## src/rtl/flag_pkg.sv

```systemverilog
// Shared definitions for the flag loader/checker path.
// FLAG_BYTES/FLAG_W size the default flag, state_t is the loader FSM
// encoding, and fmt_match() tells whether a byte at a given position agrees
// with the "ictf{...}" wrapper (positions outside the wrapper always agree).
package flag_pkg;

  localparam int FLAG_BYTES = 32;
  localparam int FLAG_W     = 8 * FLAG_BYTES;

  typedef enum logic [1:0] {LOAD, CHECK, RESULT} state_t;

  localparam logic [39:0] FMT_PREFIX = 40'h696374667B;  // "ictf{"
  localparam logic [7:0]  FMT_SUFFIX = 8'h7D;           // "}"

  function automatic logic fmt_match(input int unsigned pos,
                                     input int unsigned nbytes,
                                     input logic [7:0]  b);
    if (pos < 5)
      return b == FMT_PREFIX[39 - 8*pos -: 8];
    else if (pos == nbytes - 1)
      return b == FMT_SUFFIX;
    else
      return 1'b1;
  endfunction

endpackage

```

## src/rtl/flag_byte_loader.sv

```systemverilog
// Byte-serial front end of the flag checker.
// Packs NBYTES bytes (first byte in the MSBs) into flag_word, holds it for
// CHECK_LAT cycles while the downstream checker settles, then samples the
// checker's `wrong` vector and presents a held pass/fail + format verdict
// until res_ack.
// Ports:
//   clk, rst            clock, synchronous active-high reset
//   in_data/in_valid    byte stream in; in_ready = loader is in LOAD
//   flag_word/flag_valid packed flag to the checker, valid once complete
//   wrong               checker result vector, zero means correct
//   res_valid/res_pass/res_fmt_ok  verdict, held until res_ack
//   busy                not idle (mid-load, checking or holding a verdict)
module flag_byte_loader
  import flag_pkg::*;
#(
  parameter  int NBYTES    = FLAG_BYTES,
  parameter  int CHECK_LAT = 2,
  localparam int W         = 8 * NBYTES
) (
  input  logic         clk,
  input  logic         rst,
  input  logic [7:0]   in_data,
  input  logic         in_valid,
  output logic         in_ready,
  output logic [W-1:0] flag_word,
  output logic         flag_valid,
  input  logic [W-1:0] wrong,
  output logic         res_valid,
  output logic         res_pass,
  output logic         res_fmt_ok,
  input  logic         res_ack,
  output logic         busy
);

  localparam int CW = (NBYTES > 1)    ? $clog2(NBYTES)    : 1;
  localparam int WW = (CHECK_LAT > 1) ? $clog2(CHECK_LAT) : 1;
  localparam logic [CW-1:0] LAST  = CW'(NBYTES - 1);
  localparam logic [WW-1:0] WLAST = WW'(CHECK_LAT - 1);

  state_t        state, state_n;
  logic [CW-1:0] cnt;
  logic [WW-1:0] wcnt;
  logic          acc;
  logic          hs;

  assign hs   = in_valid & in_ready;
  // Decoded from registers only; cnt sits at LAST through CHECK/RESULT.
  assign busy = (state != LOAD) || (cnt != '0);

  always_ff @(posedge clk) begin
    if (rst) state <= LOAD;
    else     state <= state_n;
  end

  always_comb begin
    state_n = state;
    case (state)
      LOAD:    if (hs && cnt == LAST) state_n = CHECK;
      CHECK:   if (wcnt == WLAST)     state_n = RESULT;
      RESULT:  if (res_ack)           state_n = LOAD;
      default:                        state_n = LOAD;
    endcase
  end

  always_ff @(posedge clk) begin
    if (rst) begin
      in_ready   <= 1'b0;
      cnt        <= '0;
      wcnt       <= '0;
      acc        <= 1'b1;
      flag_word  <= '0;
      flag_valid <= 1'b0;
      res_valid  <= 1'b0;
      res_pass   <= 1'b0;
      res_fmt_ok <= 1'b0;
    end else begin
      // Registered copy of (state == LOAD); held low through reset.
      in_ready <= (state_n == LOAD);
      case (state)
        LOAD: if (hs) begin
          flag_word <= {flag_word[W-9:0], in_data};
          acc       <= acc & fmt_match(int'(cnt), NBYTES, in_data);
          if (cnt == LAST) begin
            flag_valid <= 1'b1;
            wcnt       <= '0;
          end else begin
            cnt <= cnt + 1'b1;
          end
        end
        CHECK: begin
          wcnt <= wcnt + 1'b1;
          if (wcnt == WLAST) begin
            res_pass   <= ~|wrong;
            res_fmt_ok <= acc;
            res_valid  <= 1'b1;
          end
        end
        RESULT: if (res_ack) begin
          res_valid  <= 1'b0;
          flag_valid <= 1'b0;
          flag_word  <= '0;
          cnt        <= '0;
          acc        <= 1'b1;
        end
        default: ;
      endcase
    end
  end

endmodule

```

## config.mk

```make
export PLATFORM = sky130hd
export DESIGN_NAME = flag_byte_loader
export DESIGN_NICKNAME = d
export VERILOG_FILES = /design/src/rtl/flag_pkg.sv /design/src/rtl/flag_byte_loader.sv
export SDC_FILE = /design/constraint.sdc
export NUM_CORES = 1
export LEC_CHECK = 0
export ABC_AREA = 1
export CORE_AREA = 2 2 206 208
export CTS_BUF_LIST = sky130_fd_sc_hd__clkbuf_8
export DETAILED_ROUTE_END_ITERATION = 7
export DIE_AREA = 0 0 208 210
export GPL_ROUTABILITY_DRIVEN = 0
export SYNTH_ARGS = -nofsm -noshare
export SYNTH_HDL_FRONTEND = slang
export SYNTH_SLANG_ARGS = --single-unit
```

## constraint.sdc

```tcl
create_clock -name clk -period 2.1 [get_ports clk]
set_clock_uncertainty 0.05 [all_clocks]
set_input_delay 0.21 -clock clk [delete_from_list [all_inputs] [get_ports clk]]
set_output_delay 0.21 -clock clk [all_outputs]
set_load 0.03 [all_outputs]
```

==> results.md <==
* Hold Crit Class: in2reg
* Worst R2R Start: cnt[0]
* Number of synthesized flops with an enable pin at 0
* Vias post-DR at 12,000
* Ant. Diodes at 0
* Vias in the first global route at ~12,000
* R2R setup slack at around 0.2 ns
* # IOs at 530
* CP required at between 1.5 and 2 ns
* Peak supply drop at between 500 and 600 µV
* DIE WIDTH at 208 µm
* Ys Warns at 0
* Cell Area, Placed at ~17,000 µm²
* Initial antenna violation count at 3
* Worst-Skew Late Latency at ~0.58 ns
* Yosys top cell area share at 0.503
* Mapped Cells at 1,408
* Leakage power at just under 6 nW
* Endpoint type of the worst setup path: primary output
* Final Total Pwr at approximately 0.011 W
* Most used DFF post-synth: dfxtp_1
* Crit-path cells: clkdlybuf4s50_1
* Initial DRC Count at 872
* Worst EP arrival at 1.73 ns
* Hold Violations, Final at 0
* Most frequent cell after synthesis: nand2_1
* Setup crit end: flag_word[183]
* Setup TNS at 0 ns
* Routed Antenna Nets at 0
* Total track usage at 0.198
* Critical path class: reg2out
* Clk buf depth at 3
* Cell Area, Synth at around 11,000 µm²
* Largest net degree at the start of global routing at between 100 and 150
* Number of port buffers at about 530
* Remaining DRCs at 0
* Root Buffer: clkbuf_8
* Drt total wl at about 45,000 µm
* Buf/Inv on CP at 1
* Worst Setup Start Kind: flip-flop
* Critical path peak fanout at 3
* Drt first pass iters at 5
* Area of the multi-input gates at 4750 µm²
* Critical Path Start: flag_word[183]
* Hold Slack at 0.0760 ns
* DIE AREA at 43,700 µm²
* Area Growth Syn to Fin at 64.2%
* Fmax at 0.504 GHz
* Final period util at 0.946
* Initial Utilization at 0.259
* FFs w/ async S/R, synth at 0
* CP top delay family: buffers and inverters
* Power per cell area at ~630 nW/µm²
* Post-route cell area at 17,600 µm²
* Fin util at 0.425
* Core area at about 41,000 µm²
* Avg Synthesized Cell Area at roughly 7.6 µm²
* Synth cell count leaders: nand2_1, dfxtp_1, nand3_1, a21oi_1, clkbuf_1
* Sink Count at 270
* CP Depth at 1
* Final slew viol count at 0
* First-pass GRT wire length at slightly below 70,000 µm
* Wire per inst at 18.2 µm
* Max-cap violations at 0
* Slowest library cell on the worst path: clkdlybuf4s50_1
* Final setup fails at 0
* FP Rows at between 70 and 80
* Nets at 2,176
* Worst-path clk slew at 0.06 ns
* GRT overflow at 0
* Sequential fraction of the synthesis area at 0.503
* CTS tree: done
* H-tree lvl count at 2
* Cts bufs inserted at between 40 and 50
* Syn_nets at around 1,700
* Layout cells sized above 1 at 0.0676
* Hold_sp: rst
* Fillers at between 4,000 and 5,000
* Critical path's largest stage delay at between 0.7 and 0.8 ns
* Period minus WS final at approximately 2.0 ns
* Synth area leader: dfxtp_1
* Ranking of synthesized cells by area: dfxtp_1, nand3_1, a21oi_1
* Slew headroom at 0.515
* Postcts setup bufs at 0
* HPWL after DPL at ~33,000 µm
* Status: completed
* FF-to-FF End: cnt[3]
* Distinct cells, synth at 29
* R2r worst-path depth at 12
* FF/Latch Area at between 5000 and 6000 µm²
* Flops & latches, synth at 270
* Worst-margin pin slew at around 0.7 ns
* DR vias/cell at roughly 4.9
* Chip height at ~210 µm
## cell usage in the layout (no fill, tap or decap), types with 2 or more instances in the layout
cell / netlist / final
clkdlybuf4s50_1: 0 / 526
nand2_1: 302 / 302
nand3_1: 269 / 269
dfxtp_1: 270 / 268
a21oi_1: 267 / 267
clkbuf_8: 0 / 60
nor4_1: 54 / 54
nor2_1: 42 / 42
inv_1: 22 / 37
buf_4: 2 / 21
nand4_1: 18 / 18
buf_12: 0 / 13
nand2_2: 9 / 9
nand3b_1: 6 / 6
inv_2: 7 / 5
o21ai_1: 5 / 5
nor3_1: 3 / 3
nor2_4: 2 / 3
ha_1: 3 / 3
clkinv_2: 0 / 3
nor2_2: 3 / 2
inv_8: 0 / 2
o21ai_0: 2 / 2
nand3_2: 3 / 2
nand3_4: 1 / 2
clkinvlp_4: 0 / 2
bufinv_16: 0 / 2
## registers in the layout (all words and copies together) (netlist names)
name        cells
cnt             5
flag_valid      1
acc             1
state           2
res_fmt_ok      1
flag_word     256
wcnt            1
res_valid       1
res_pass        1
in_ready        1
## power breakdown
group / total (W) / switching, W / internal (W)
clock network: 0.00496 / 0.00220 / 0.00276
logic: 0.00106 / 0.000478 / 0.000579
registers: 0.00516 / 0.0000162 / 0.00514
total: 0.0112 / 0.00269 / 0.00848
## what timing repair did
| item | 4_1_cts | 5_1_grt |
|---|---|---|
| gates cloned | 0 | 0 |
| setup endpoints to repair | 2 | 4 |
| hold buffers | 0 | 0 |
| resized for setup | 2 | 6 |
## final cells by class
type | instances | share of cell area
multi-input combinational | 994 | 0.270
clock buffer | 59 | 0.0460
sequential | 270 | 0.307
clock inverter | 23 | 0.00851
timing repair buffer | 562 | 0.324
tap | 539 | 0.0382
inverter | 29 | 0.00717
## cell families (layout without fill, tap and decap cells)
kind of cell / Yosys count / in the layout / synth area share
DFF: 270 / 270 / 0.503
and+or+nand+nor: 714 / 714 / 0.308
buffers and inverters: 144 / 673 / 0.0554
AOI/OAI and AO/OA: 277 / 277 / 0.130
adders and majority gates: 3 / 3 / 0.00349
## how the worst min path moves through the flow
stage          depth (start not counted)      endpoint  slack [ns]
2_1_floorplan                          2  flag_word[0]        0.33
3_3_place_gp                           2     res_valid        0.39
3_5_place_dp                           2    flag_valid        0.39
4_1_cts                                2        cnt[1]        0.02
5_1_grt                                2        cnt[1]        0.07
6_report                               2        cnt[1]        0.08
## through the flow
step	worst slack, ns	std cells
after CTS	0.0347	2476
after global placement	-0.220	2394
after global routing	-0.000970	2476
after floorplan	0.345	1408
final	0.114	2476
after detailed placement	-0.232	2394
## metal layers
| layer | share of wire | up-vias | global-route usage |
|---|---|---|---|
| li1 | - | 5851 | - |
| met1 | 0.46 | 5657 | 0.269 |
| met2 | 0.43 | 465 | 0.295 |
| met3 | 0.093 | 61 | 0.0763 |
| met4 | 0.019 | 2 | 0.0462 |
| met5 | 0.00024 | - | 0 |
Note: power is estimated with default switching activity, not from simulation.
